<file path="config.mk">
export PLATFORM = sky130hd
export DESIGN_NAME = fpu_result_scoreboard
export DESIGN_NICKNAME = d
export VERILOG_FILES = /design/src/rtl/fpu_result_scoreboard.sv
export SDC_FILE = /design/constraint.sdc
export NUM_CORES = 1
export LEC_CHECK = 0
export BUFFER_PORTS_ARGS = -buffer_cell sky130_fd_sc_hd__buf_2
export CAP_MARGIN = 20
export CORE_ASPECT_RATIO = 0.5
export CORE_MARGIN = 4
export CORE_UTILIZATION = 35
export DETAILED_ROUTE_END_ITERATION = 10
export PLACE_DENSITY = 0.66
export SLEW_MARGIN = 20
export SYNTH_ARGS = -nofsm -noshare
export SYNTH_HDL_FRONTEND = slang
export SYNTH_SLANG_ARGS = --single-unit
</file>
<file path="constraint.sdc">
create_clock -name clk -period 13.5 [get_ports clk]
set_clock_uncertainty 0.05 [all_clocks]
set_input_delay 0.675 -clock clk [delete_from_list [all_inputs] [get_ports clk]]
set_output_delay 0.675 -clock clk [all_outputs]
set_load 0.01 [all_outputs]
</file>
<file path="src/rtl/fpu_result_scoreboard.sv">
// fpu_result_scoreboard: carries golden results through a delay line matched
// to the FPU latency, compares them against the FPU output with IEEE-aware
// tolerance (NaN, signed zero, ULP distance), keeps saturating per-opcode
// pass/fail counters and captures the first failing compare.
module fpu_result_scoreboard #(
   parameter int EXP_W   = 8,
   parameter int MAN_W   = 23,
   parameter int LATENCY = 4,
   parameter int NUM_OPS = 8,
   parameter int CNT_W   = 16,
   parameter int TOL_ULP = 0,
   localparam int WIDTH  = 1 + EXP_W + MAN_W,
   localparam int OP_W   = (NUM_OPS > 1) ? $clog2(NUM_OPS) : 1
) (
   input  logic                     clk,
   input  logic                     reset,
   input  logic                     issue_valid,
   input  logic [OP_W-1:0]          issue_op,
   input  logic [WIDTH-1:0]         issue_golden,
   input  logic [WIDTH-1:0]         dut_out,
   input  logic                     clear,
   output logic                     chk_valid,
   output logic                     chk_pass,
   output logic [NUM_OPS*CNT_W-1:0] pass_cnt,
   output logic [NUM_OPS*CNT_W-1:0] fail_cnt,
   output logic                     any_fail,
   output logic [OP_W-1:0]          ff_op,
   output logic [WIDTH-1:0]         ff_exp,
   output logic [WIDTH-1:0]         ff_got
);

   localparam logic [WIDTH-2:0] TOL = (WIDTH-1)'(TOL_ULP);

   // Delay line: stage 0 takes the issue, the last stage meets dut_out.
   logic [LATENCY-1:0] dl_valid;
   logic [OP_W-1:0]    dl_op   [LATENCY];
   logic [WIDTH-1:0]   dl_gold [LATENCY];

   // Compare-stage view of the oldest in-flight operation.
   logic             cmp_valid;
   logic [OP_W-1:0]  cmp_op;
   logic [WIDTH-1:0] g, d;
   logic [EXP_W-1:0] g_exp, d_exp;
   logic [MAN_W-1:0] g_man, d_man;
   logic             g_nan, d_nan, g_inf, d_inf, g_zero, d_zero;
   logic [WIDTH-2:0] g_mag, d_mag, mag_diff;
   logic             cmp_pass;

   // Per-op counters kept unpacked internally, packed onto the ports.
   logic [CNT_W-1:0] pcnt [NUM_OPS];
   logic [CNT_W-1:0] fcnt [NUM_OPS];

   assign cmp_valid = dl_valid[LATENCY-1];
   assign cmp_op    = dl_op[LATENCY-1];
   assign g         = dl_gold[LATENCY-1];
   assign d         = dut_out;

   assign g_exp  = g[WIDTH-2 -: EXP_W];
   assign d_exp  = d[WIDTH-2 -: EXP_W];
   assign g_man  = g[MAN_W-1:0];
   assign d_man  = d[MAN_W-1:0];
   assign g_nan  = (&g_exp) && (|g_man);
   assign d_nan  = (&d_exp) && (|d_man);
   assign g_inf  = (&g_exp) && !(|g_man);
   assign d_inf  = (&d_exp) && !(|d_man);
   assign g_zero = ~|g[WIDTH-2:0];
   assign d_zero = ~|d[WIDTH-2:0];
   assign g_mag  = g[WIDTH-2:0];
   assign d_mag  = d[WIDTH-2:0];
   assign mag_diff = (g_mag >= d_mag) ? (g_mag - d_mag) : (d_mag - g_mag);

   // Inf only matches Inf bitwise; NaN/zero ignore sign; otherwise ULP distance.
   assign cmp_pass = (g == d)
                   || (g_nan && d_nan)
                   || (g_zero && d_zero)
                   || ((g[WIDTH-1] == d[WIDTH-1]) && !g_nan && !d_nan
                       && !g_inf && !d_inf && (mag_diff <= TOL));

   // Shift the delay line every edge; reset discards in-flight operations.
   always_ff @(posedge clk) begin
      if (reset) begin
         dl_valid <= '0;
         for (int i = 0; i < LATENCY; i++) begin
            dl_op[i]   <= '0;
            dl_gold[i] <= '0;
         end
      end else begin
         dl_valid[0] <= issue_valid;
         dl_op[0]    <= issue_op;
         dl_gold[0]  <= issue_golden;
         for (int i = 1; i < LATENCY; i++) begin
            dl_valid[i] <= dl_valid[i-1];
            dl_op[i]    <= dl_op[i-1];
            dl_gold[i]  <= dl_gold[i-1];
         end
      end
   end

   // Register the compare result; clear does not suppress the report.
   always_ff @(posedge clk) begin
      if (reset) begin
         chk_valid <= 1'b0;
         chk_pass  <= 1'b0;
      end else begin
         chk_valid <= cmp_valid;
         chk_pass  <= cmp_valid && cmp_pass;
      end
   end

   // Saturating per-op counters; out-of-range opcodes match no slot.
   always_ff @(posedge clk) begin
      if (reset || clear) begin
         for (int i = 0; i < NUM_OPS; i++) begin
            pcnt[i] <= '0;
            fcnt[i] <= '0;
         end
      end else begin
         for (int i = 0; i < NUM_OPS; i++) begin
            if (cmp_valid && (int'(cmp_op) == i)) begin
               if (cmp_pass && (pcnt[i] != '1))
                  pcnt[i] <= pcnt[i] + 1'b1;
               if (!cmp_pass && (fcnt[i] != '1))
                  fcnt[i] <= fcnt[i] + 1'b1;
            end
         end
      end
   end

   // Capture only the first failure until clear or reset.
   always_ff @(posedge clk) begin
      if (reset || clear) begin
         any_fail <= 1'b0;
         ff_op    <= '0;
         ff_exp   <= '0;
         ff_got   <= '0;
      end else if (cmp_valid && !cmp_pass && !any_fail) begin
         any_fail <= 1'b1;
         ff_op    <= cmp_op;
         ff_exp   <= g;
         ff_got   <= d;
      end
   end

   // Pack counters onto the flat output buses.
   always_comb begin
      pass_cnt = '0;
      fail_cnt = '0;
      for (int i = 0; i < NUM_OPS; i++) begin
         pass_cnt[i*CNT_W +: CNT_W] = pcnt[i];
         fail_cnt[i*CNT_W +: CNT_W] = fcnt[i];
      end
   end

endmodule

</file>
==> impl_metrics.ini <==
[outcome]
run_status = complete, no violations

[detailed_routing]
detail_route.drc_violations = 0
antenna_violating_nets_post_route = 0
drt_first_pass_iters = 5
routedWlPerCell_um = 19.0
routed-via-count = 20000
dr.first_iter.drc_count = 1235
viasPerCell = 5.25
drt-total-wl_um = 72500

[setup_path]
setup.reg_to_reg.worst_slack_ns = 7.09
reg2regPathDepth = 14
timing.critical_path.fanout_max = 51
timing.critical_path.required_ns = 13.77
critical_path.reg2reg.startpoint = dl_gold[0][115]
rr_endpoint = fcnt[0][45]
worstPathArrival_ns = 6.67
critPathCaptureType = flop
timing.critical_path.from_type = flop
criticalPathCategory = reg2reg

[global_route]
initial_antenna_violation_count = 5
global_route.usage.total_pct = 18.4
global_route_wire_length_before_repair_um = 111000
grt.overflow.total = 0
first_global_vias = 19100
maximum_number_of_pins_on_one_net_before_global_route_repair = 99

[logic_synthesis]
number_of_flops_mapped_to_enable_cells_by_yosys = 256
post_synthesis_register_bit_count = 470
yosys_warnings = 0
ys_types = 73
postSynthCellCount = 2501
nets_in_the_synthesized_netlist = 2651
synth.area.top_cells = sky130_fd_sc_hd__edfxtp_1 (31%), sky130_fd_sc_hd__dfxtp_1 (18%), sky130_fd_sc_hd__xor2_1 (5.1%), sky130_fd_sc_hd__nand2_1 (4.3%), sky130_fd_sc_hd__nor2b_1 (4.0%)
synth_top_area_share_pct = 31.5
synthesis.area_mm2 = 0.0244
synth_largest_area_cell = sky130_fd_sc_hd__edfxtp_1
synth_area_per_cell_um2 = 9.76
ys_dominant_reg_cell = sky130_fd_sc_hd__edfxtp_1
yosysSeqAreaShare_pct = 49.0
asyncSetResetFlopFracSynth_pct = 0

[min_path]
worst_hold_startpoint = issue_op[1]
kind_of_path_behind_the_tightest_hold_check = in2reg
hold_critical_path_endpoint = dl_op[0][1]
timing.hold.worst_path_depth = 2

[clocking]
insertion_delay_ns = 0.56
tritoncts_clock_tree = built
post-cts-setup-buffer-count = 0
ctsLongestPathBuffers = 3
clk_root_buffer_cell = sky130_fd_sc_hd__clkbuf_16
tritoncts.num_buffers = 46
cts-hold-fix-buffers = 0
post_cts_resized = 0
cts_htree_levels = 2
worst_setup_hold_path_clk_slew_ns = 0.07
cts_sinks = 470

[sta]
final.period_utilization_pct = 47.5
hold_viol = 0
fin_tns_setup_ns = 0
worstMarginPinSlew_ns = 1.11
max_freq_mhz = 156
final-max-slew-violation-count = 0
final_critical_path_setup_slack_ns = 7.09
report.final.setup_viol = 0
final.min_clock_period_ns = 6.41
maxSlewHeadroom_pct = 25.9
rsz0062_at_grt = no

[floorplanning]
die_area_mm2 = 0.0743
placeableCoreArea_mm2 = 0.0690
floorplan.initialDensity_pct = 35.4
chipWidth_um = 382
num_io_pins = 397
placement_rows = 68
die_height_um = 195

[pwr]
leakagePower_nw = 10.9
pwr_dens_mw_per_mm2 = 111
max-vdd-ir-drop_v = 0.0000910

[layout]
layout-drive-gt1-share_pct = 18.7
instances_no_fill = 3812
nNetsFinal = 2977
filler_cell_count = 6745
final_core_util_pct = 41.5
area_growth_pct = 17.4

[placement]
placed_cells = 3724
dp_hpwl_um = 53400
place.port_buffers = 396
place.gp.congestion = 0.926
pre_cts_ws_ns = 6.83

[run]
max_cap_viol_count = 0
[cell usage after synthesis, drive strengths merged, types with 4 or more instances]
master   count
nand2      277
edfxtp     256
dfxtp      214
nor2       156
nor2b      155
xor2       142
nor4       133
nand3      110
xnor2      103
nor3        98
a21oi       92
inv         88
o21ai       87
clkbuf      80
ha          77
nand4       75
mux2i       74
buf         62
and3        40
or3         18
a211oi      17
and4        15
a31o        14
a21o        12
o21a         9
o21bai       9
o211ai       8
and2         7
nand2b       7
or2          7
o31ai        5
a2111oi      4
a21boi       4
a31oi        4
[flip-flops by register name (all words and copies together), names as in the netlist, 3 cells and up]
signal and count:
dl_gold 128, dl_op 12, ff_got 32, fcnt 128, ff_op 3, ff_exp 32
pcnt 128, dl_valid 4
[power breakdown]
| group | switching [W] | total, W | internal (W) | leakage (nW) |
|---|---|---|---|---|
| clock | 0.000564 | 0.00128 | 0.000717 | 0.732 |
| combinational | 0.000190 | 0.000296 | 0.000106 | 5.57 |
| sequential | 0.0000522 | 0.00161 | 0.00156 | 4.59 |
[metal layers]
metal  wire length, µm  GRT usage, %
met5                 0             0
met4              3510          7.80
met2             37500          34.0
met1             29000          21.5
met3              2480          2.29
[cells by family after synthesis]
kind of cell | Yosys count | share of synthesized area (%)
AO/OA/AOI/OAI | 287 | 7.34
AND/OR/NAND/NOR | 1115 | 23.7
adder cells (fa/ha/maj) | 79 | 4.11
XOR/XNOR | 245 | 8.79
buffers and inverters | 230 | 3.94
flip-flops | 470 | 49.0
multiplexers | 75 | 3.08
[final cells by class]
cell class	count	area (µm²)	share of cell area (%)
inverter	88	330	1.15
timing repair buffer	420	2160	7.55
sequential	470	12000	41.8
multi-input combinational	1801	11500	40.2
antenna	4	10.0	0.0349
clock buffer	66	1340	4.67
clock inverter	18	156	0.546
tap	945	1180	4.12
[worst max-delay path: stages (launching register included)]
cell and delay (ns):
sky130_fd_sc_hd__dfxtp_1 0.49, sky130_fd_sc_hd__ha_1 0.45, sky130_fd_sc_hd__nand2_1 0.30, sky130_fd_sc_hd__nor2_1 0.16, sky130_fd_sc_hd__a211oi_1 0.48, sky130_fd_sc_hd__nor3_1 0.15
sky130_fd_sc_hd__nor3_1 0.66, sky130_fd_sc_hd__o221ai_1 0.26, sky130_fd_sc_hd__nor4_1 0.29, sky130_fd_sc_hd__o211ai_1 0.19, sky130_fd_sc_hd__a2111oi_4 0.67, sky130_fd_sc_hd__nand2b_4 0.67
sky130_fd_sc_hd__buf_4 0.55, sky130_fd_sc_hd__o21ai_1 0.38, sky130_fd_sc_hd__buf_4 0.29
[cell usage in the layout (no fill, tap or decap), types with 77 or more instances in the layout]
| cell | Yosys | final |
|---|---|---|
| sky130_fd_sc_hd__nor2_1 | 155 | 154 |
| sky130_fd_sc_hd__a21oi_1 | 92 | 92 |
| sky130_fd_sc_hd__ha_1 | 77 | 77 |
| sky130_fd_sc_hd__nor3_1 | 96 | 96 |
| sky130_fd_sc_hd__nor4_1 | 123 | 123 |
| sky130_fd_sc_hd__edfxtp_1 | 256 | 256 |
| sky130_fd_sc_hd__xor2_1 | 142 | 142 |
| sky130_fd_sc_hd__xnor2_1 | 103 | 103 |
| sky130_fd_sc_hd__buf_2 | 37 | 395 |
| sky130_fd_sc_hd__nor2b_1 | 155 | 155 |
| sky130_fd_sc_hd__inv_1 | 88 | 88 |
| sky130_fd_sc_hd__nand2_1 | 277 | 277 |
| sky130_fd_sc_hd__dfxtp_1 | 214 | 214 |
| sky130_fd_sc_hd__nand3_1 | 110 | 110 |
[worst max-delay path by stage]
| stage | from | end | slack, ns | depth (start not counted) |
|---|---|---|---|---|
| 2_1_floorplan | dut_out[0] | pcnt[0][100] | 8.63 | 15 |
| 3_3_place_gp | dut_out[19] | fcnt[0][32] | 6.74 | 16 |
| 3_5_place_dp | dut_out[20] | fcnt[0][51] | 6.83 | 16 |
| 4_1_cts | dl_gold[0][116] | fcnt[0][32] | 7.22 | 14 |
| 5_1_grt | dl_gold[0][115] | fcnt[0][61] | 6.90 | 14 |
| 6_report | dl_gold[0][115] | fcnt[0][45] | 7.09 | 14 |
[per-stage QoR]
step,total power [W],hold slack [ns],cell area (µm²)
after floorplan,0.00181,0.364,24400
after global placement,0.00194,0.367,27200
after detailed placement,0.00194,0.370,27200
after CTS,0.00322,0.238,28700
after global routing,0.00331,0.238,28700
final,0.00319,0.273,28700
(Power assumes the default switching activity.)
